`config.mk`:
```
export PLATFORM = sky130hd
export DESIGN_NAME = instruction_fetch_unit
export DESIGN_NICKNAME = d
export VERILOG_FILES = /design/src/rtl/instruction_fetch_unit.sv
export SDC_FILE = /design/constraint.sdc
export NUM_CORES = 1
export LEC_CHECK = 0
export ABC_AREA = 1
export CORE_MARGIN = 8
export CORE_UTILIZATION = 41
export CTS_BUF_LIST = sky130_fd_sc_hd__clkbuf_8
export DETAILED_ROUTE_END_ITERATION = 10
export PLACE_DENSITY_LB_ADDON = 0.05
export SLEW_MARGIN = 40
export SYNTH_ARGS = -nofsm -noshare
export SYNTH_HDL_FRONTEND = slang
export SYNTH_SLANG_ARGS = --single-unit
```
`constraint.sdc`:
```
create_clock -name clk -period 1.7 [get_ports clk]
set_input_delay 0.34 -clock clk [delete_from_list [all_inputs] [get_ports clk]]
set_output_delay 0.34 -clock clk [all_outputs]
set_load 0.005 [all_outputs]
```
`src/rtl/instruction_fetch_unit.sv`:
```
// Instruction fetch unit: owns the PC, drives the combinational-read
// instruction memory, and holds the fetched word in an IF/ID register
// handed to decode with a valid/ready handshake. Bad redirects and
// out-of-range fetches park the unit in a sticky FAULT state.
module instruction_fetch_unit #(
  parameter logic [63:0] RESET_PC  = 64'd0,
  parameter int          MEM_BYTES = 16,
  parameter int          COUNT_W   = 32
) (
  input  logic               clk,
  input  logic               reset,
  input  logic               fetch_en,
  input  logic               branch_taken,
  input  logic [63:0]        branch_target,
  output logic [63:0]        inst_addr,
  input  logic [31:0]        instr_in,
  output logic               if_valid,
  input  logic               id_ready,
  output logic [63:0]        if_pc,
  output logic [31:0]        if_instruction,
  output logic               fault,
  output logic [1:0]         fault_cause,
  output logic [COUNT_W-1:0] fetch_count
);

  // Highest byte address at which a whole 32-bit word still fits.
  localparam logic [63:0] LAST_PC = 64'(MEM_BYTES - 4);

  localparam logic [1:0] CAUSE_MISALIGN = 2'b01;
  localparam logic [1:0] CAUSE_RANGE    = 2'b10;

  typedef enum logic {
    S_RUN   = 1'b0,
    S_FAULT = 1'b1
  } state_t;

  state_t               r_state;
  logic [63:0]          r_pc;
  logic                 r_valid;
  logic [63:0]          r_if_pc;
  logic [31:0]          r_if_instr;
  logic                 r_fault;
  logic [1:0]           r_cause;
  logic [COUNT_W-1:0]   r_count;

  logic w_accept;
  logic w_slot_free;
  logic w_br_misaligned;
  logic w_br_out_of_range;
  logic w_pc_out_of_range;

  assign w_accept          = r_valid && id_ready;
  assign w_slot_free       = !r_valid || w_accept;
  assign w_br_misaligned   = (branch_target[1:0] != 2'b00);
  assign w_br_out_of_range = (branch_target > LAST_PC);
  assign w_pc_out_of_range = (r_pc > LAST_PC);

  // Memory address comes straight from the PC register, never from inputs.
  assign inst_addr      = r_pc;
  assign if_valid       = r_valid;
  assign if_pc          = r_if_pc;
  assign if_instruction = r_if_instr;
  assign fault          = r_fault;
  assign fault_cause    = r_cause;
  assign fetch_count    = r_count;

  // Fetch FSM: redirect beats fetch, fetch beats drain; FAULT only exits on reset.
  always_ff @(posedge clk or negedge reset) begin
    if (!reset) begin
      r_state    <= S_RUN;
      r_pc       <= RESET_PC;
      r_valid    <= 1'b0;
      r_if_pc    <= 64'd0;
      r_if_instr <= 32'd0;
      r_fault    <= 1'b0;
      r_cause    <= 2'b00;
    end else begin
      case (r_state)
        S_RUN: begin
          if (branch_taken) begin
            // The word currently at the PC belongs to the wrong path.
            r_valid <= 1'b0;
            if (w_br_misaligned || w_br_out_of_range) begin
              r_state <= S_FAULT;
              r_fault <= 1'b1;
              r_cause <= w_br_misaligned ? CAUSE_MISALIGN : CAUSE_RANGE;
            end else begin
              r_pc <= branch_target;
            end
          end else if (fetch_en && w_slot_free) begin
            if (w_pc_out_of_range) begin
              r_state <= S_FAULT;
              r_fault <= 1'b1;
              r_cause <= CAUSE_RANGE;
              r_valid <= 1'b0;
            end else begin
              r_if_pc    <= r_pc;
              r_if_instr <= instr_in;
              r_valid    <= 1'b1;
              r_pc       <= r_pc + 64'd4;
            end
          end else if (w_slot_free) begin
            // Either empty already or the held word just left; nothing replaces it.
            r_valid <= 1'b0;
          end
        end
        S_FAULT: begin
          r_valid <= 1'b0;
        end
        default: begin
          r_state <= S_FAULT;
          r_valid <= 1'b0;
        end
      endcase
    end
  end

  // Delivered-instruction counter; counts every handshake, wrapping naturally.
  always_ff @(posedge clk or negedge reset) begin
    if (!reset) begin
      r_count <= '0;
    end else if (w_accept) begin
      r_count <= r_count + 1'b1;
    end
  end

endmodule

```
[Word level (Yosys, flattened, before mapping)]
Index checks and enable logic that the tools add are counted.
Word-level totals
  bits in registers: 197
Cells by class
  bitwise operators: 3
  add/subtract/negate cells: 2
  eq/ne operators: 4
  multiplexer cells: 23
  reductions and logical operators: 11
  magnitude comparators: 2
Operators by type and width (count)
  64-bit two-way mux: 4
  64-bit by 4-bit > comparator with 1-bit output, second input constant: 2
  64-bit by 3-bit adder with 64-bit output, second input constant: 1
  32-bit by 1-bit adder with 32-bit output, second input constant: 1
  1-bit two-way mux: 13
  4-bit AND reduction: 3
  2-bit two-way mux: 5
  2-bit nonzero test: 3
  2-bit != test, second input constant: 2
  4-bit != test, second input constant: 1
  1-bit inverter: 3
  1-bit logical AND: 2
  1-bit logical OR: 2
  2-bit by 1-bit != test with 1-bit output, second input constant: 1
  1-bit case mux with 2 select lines: 1
  1-bit zero test: 1

[Logic depth before layout (Yosys ltp)]
  depth in word-level cells: 6
  gate-level depth with buffers: 13

[Worst setup path before layout]
OpenSTA, ideal clock, no wires.
  path kind: register to register
  from: register r_pc[2] (netlist: inst_addr[2])
  to: register r_if_pc[44] (netlist: if_pc[44])
  stages on the path, launching flop included: 14
  buffers on the path: 3
  arrival time: 1.685 ns
  setup time: 0.113 ns
  slack: -0.098 ns
  path through: dfrtp_1 ha_1 inv_1 nor2_1 nor2_1 nand2_1 nor2_1 and2_1 buf_4 nand2_2 buf_2 buf_4 nand2_1 inv_1
On the way
  word-level cells in the longest chain between the ends: 3
Ends and longest elaborated chain
  start: declaration: RTL line 38  | logic [63:0] r_pc;
  start signal: assignment: RTL line 88  | r_pc <= branch_target;
  start signal: assignment: RTL line 100  | r_pc <= r_pc + 64'd4;
  64-bit by 4-bit > comparator with 1-bit output: RTL line 56  | assign w_pc_out_of_range = (r_pc > LAST_PC);
  1-bit inverter (no line)
  4-bit AND reduction (no line)
  end signal: assignment: RTL line 97  | r_if_pc <= r_pc;
  end: declaration: RTL line 40  | logic [63:0] r_if_pc;
Every way passes these cells.
A chain may end at the register's enable or synchronous reset.

[Worst setup path in the final report]
  from: register r_pc[55] (netlist: inst_addr[55])
  to: register r_pc[29] (netlist: inst_addr[29])
On the way
  word-level cells in the longest chain between the ends: 3
Ends and longest elaborated chain (RTL line)
  64-bit by 4-bit > comparator with 1-bit output: 56
  2-bit != test (no line)
  4-bit AND reduction (no line)
Every way passes these cells.

==> flow_metrics.tcl <==
set metrics [dict create \
    status "complete, but fails checks" \
    violations "negative setup slack" \
    setup_viol 157 \
    slew_violations 0 \
    grt_max_degree 71 \
    cts_sinks 197 \
    reg2reg_to "inst_addr[29]" \
    drt-initial-drc-count 253 \
    synth_nets 1000 \
    place_congestion 0.880 \
    design.core.area_um2 19300 \
    hold_viol 0 \
    ys_ff_latch 197 \
    firstDrtPassIters 4 \
    vias 7574 \
    reg2reg_depth 13 \
    layout_common_cells "dfrtp_1 (195), dlygate4sd2_1 (164), buf_4 (163)" \
    wire_per_inst_um 16.7 \
    path_clk_slew_ps 110 \
    cp-start-kind "register" \
    grt_overflow 0 \
    diodes 0 \
    max_slew_margin_pct 74.6 \
    yosys_warnings 0 \
    worst_pin_slew_ps 380 \
    cts_tree "done" \
    r2r_start "inst_addr[55]" \
    critPathRequiredTime_ps 2060 \
    clock_latency_ps 460 \
    rsz0062_at_grt "true" \
    fin_ws_ps -136 \
    layout.area.seq_um2 4930 \
    final_cell_area_um2 14400 \
    ios 297 \
    drc 0 \
    powerDensity_nw_per_um2 568 \
    cpLargestDelayFamily "simple AND/OR/NAND/NOR gates" \
    syn_avg_cell_area_um2 8.92 \
    slowest_stage "dfrtp_1" \
    cp_max_fo 7 \
    regToRegSetupSlack_ps -140 \
    vias_per_cell 4.55 \
    drv_cap 0 \
    worstSetupPathDepth 13 \
    die_h_um 156 \
    cp-endpoint "inst_addr[29]" \
    path_buf_inv 3 \
    cts_buffers 17 \
    rows 51 \
    root_buffer "clkbuf_8" \
    syn_to_final_growth_pct 79.6 \
    critical_path_class "reg -> reg" \
    synthCells 897 \
    finalNonFillerCells 1666 \
    grt_pass1_vias 7535 \
    hp-class "in -> async" \
    worst-endpoint-arrival_ps 2200 \
    seq_area_frac_synth_pct 61.6 \
    place_ws_ps -412 \
    h-tree-depth 4 \
    place_inst 1547 \
    grt_first_pass_wirelength_um 39700 \
    post_synth_num_cell_types 24 \
    leakage_uw 0.00805 \
    fmax_mhz 545 \
    nets 1492 \
    slowest_delay_ps 400 \
    dieArea_um2 24200 \
    min_period_over_period_pct 108 \
    antenna_found_initial 1 \
    placedInstanceArea_um2 12200 \
    dp_hpwl_um 18400 \
    drtAntennaViolNets 0 \
    path_cells "nor2_1, nand2_1, nor2_2, nand2_1, nor2_2, buf_4, nand3_2, nand2_2, nand2_2, nor2_4, buf_12, buf_16, nor2_1" \
    port_buffers 296 \
    grt_use_total_pct 21.0 \
    drt_wl_total_um 27900 \
    worstSetupEndpointType "register" \
    critPathLaunch "inst_addr[55]" \
    clockBufferDepth 2 \
    initial_core_util_pct 41.4 \
    nFillCells 1464 \
    syn_area_um2 8000 \
    layout_commonest_cell "dfrtp_1" \
    fin_crit_ps 1840 \
    fin_skew_ps 19.1 \
    multi_input_area_um2 3370 \
    fp.dieW_um 156 \
    drive_above_1_share_pct 34.3 \
    peakVddDrop_mv 0.456 \
]
kinds of logic (layout without fill, tap and decap cells):
family | Yosys count | in the layout | share of synthesized area [%]
adders and majority gates | 2 | 2 | 0.313
and+or+nand+nor | 467 | 469 | 23.7
muxes | 1 | 1 | 0.125
xor gates and xnor gates | 30 | 30 | 3.28
DFF | 197 | 197 | 61.6
AOI/OAI and AO/OA | 33 | 33 | 2.81
buffers and inverters | 167 | 669 | 8.19
state kept, by name, indices dropped and copies added (netlist names):
signal	flops
inst_addr	64
fetch_count	32
if_valid	1
r_state	1
fault	1
if_instruction	32
fault_cause	2
if_pc	64
per-stage QoR:
stage | util (%) | power (uW) | setup TNS (ps) | hold WS (ps)
2_1_floorplan | - | 4820 | 0 | 44.4
3_3_place_gp | 63.1 | 5200 | -51720 | 232
3_5_place_dp | 63.1 | 5200 | -54620 | 230
4_1_cts | 66.9 | 8230 | -15110 | 277
5_1_grt | 74.3 | 8480 | -35080 | 292
6_report | 74.3 | 8160 | -12480 | 305
how the worst min path moves through the flow:
stage | startpoint | slack (ps) | endpoint | depth (start not counted)
final | reset | 300 | if_pc[8] | 2
after global placement | reset | 230 | fetch_count[16] | 1
after floorplan | reset | 40 | fault | 0
after global routing | reset | 290 | fetch_count[16] | 2
after CTS | reset | 280 | fetch_count[16] | 2
after detailed placement | reset | 230 | fetch_count[16] | 1
cell type report:
| type | instances | share of cell area [%] |
|---|---|---|
| sequential | 197 | 34.3 |
| timing repair buffer | 498 | 33.5 |
| multi-input combinational | 535 | 23.4 |
| inverter | 140 | 3.66 |
| tap | 265 | 2.31 |
| clock buffer | 17 | 1.63 |
| clock inverter | 14 | 1.16 |
synth_stat cells:
cell type	count	area, um2
dfrtp_1	197	4930
nand3_1	56	280
nand2_2	2	12.5
clkbuf_1	14	52.6
xor2_1	18	158
ha_1	2	25.0
nor3_1	11	55.1
nor2_1	137	514
nor4_1	1	6.26
a21boi_0	23	173
nor2_4	3	33.8
inv_2	1	3.75
and2_1	1	6.26
nor3_2	1	10.0
buf_2	8	40.0
nand2_1	247	927
xnor2_1	12	105
o31ai_1	1	7.51
nand4_1	6	37.5
o21ai_0	9	45.0
nor2_2	2	12.5
inv_1	139	522
mux2i_1	1	10.0
buf_4	5	37.5
routing by layer:
layer / part of all wire (%) / global-route usage [%] / up-vias / wire [um]
met4: 2.2 / 6.15 / 2 / 622
met2: 50 / 34.8 / 194 / 13900
li1: - / - / 3689 / -
met3: 5.9 / 5.90 / 37 / 1650
met1: 42 / 26.5 / 3652 / 11700
met5: 0.032 / 0 / - / 9
report_power, final:
part	total (uW)	switching, uW	internal, uW
registers	4690	2.02	4690
clock network	3050	1820	1230
logic	418	173	244
total	8160	1990	6160
timing repair:
action / CTS / global route
hold buffers: 1 / 0
setup endpoints to repair: 350 / 204
resized for setup: 210 / 335
gates cloned: 5 / 15
setup buffers: 43 / 25
hold endpoints to repair: 27 / 0
pin swaps: 7 / 31
worst reg2reg max path: cells and delay by family (launching register included):
family                 cells  cell delay (ps)
DFF                        1              400
and+or+nand+nor           10              930
buffers and inverters      3              400
No activity file was read; power rests on OpenSTA's default activity.
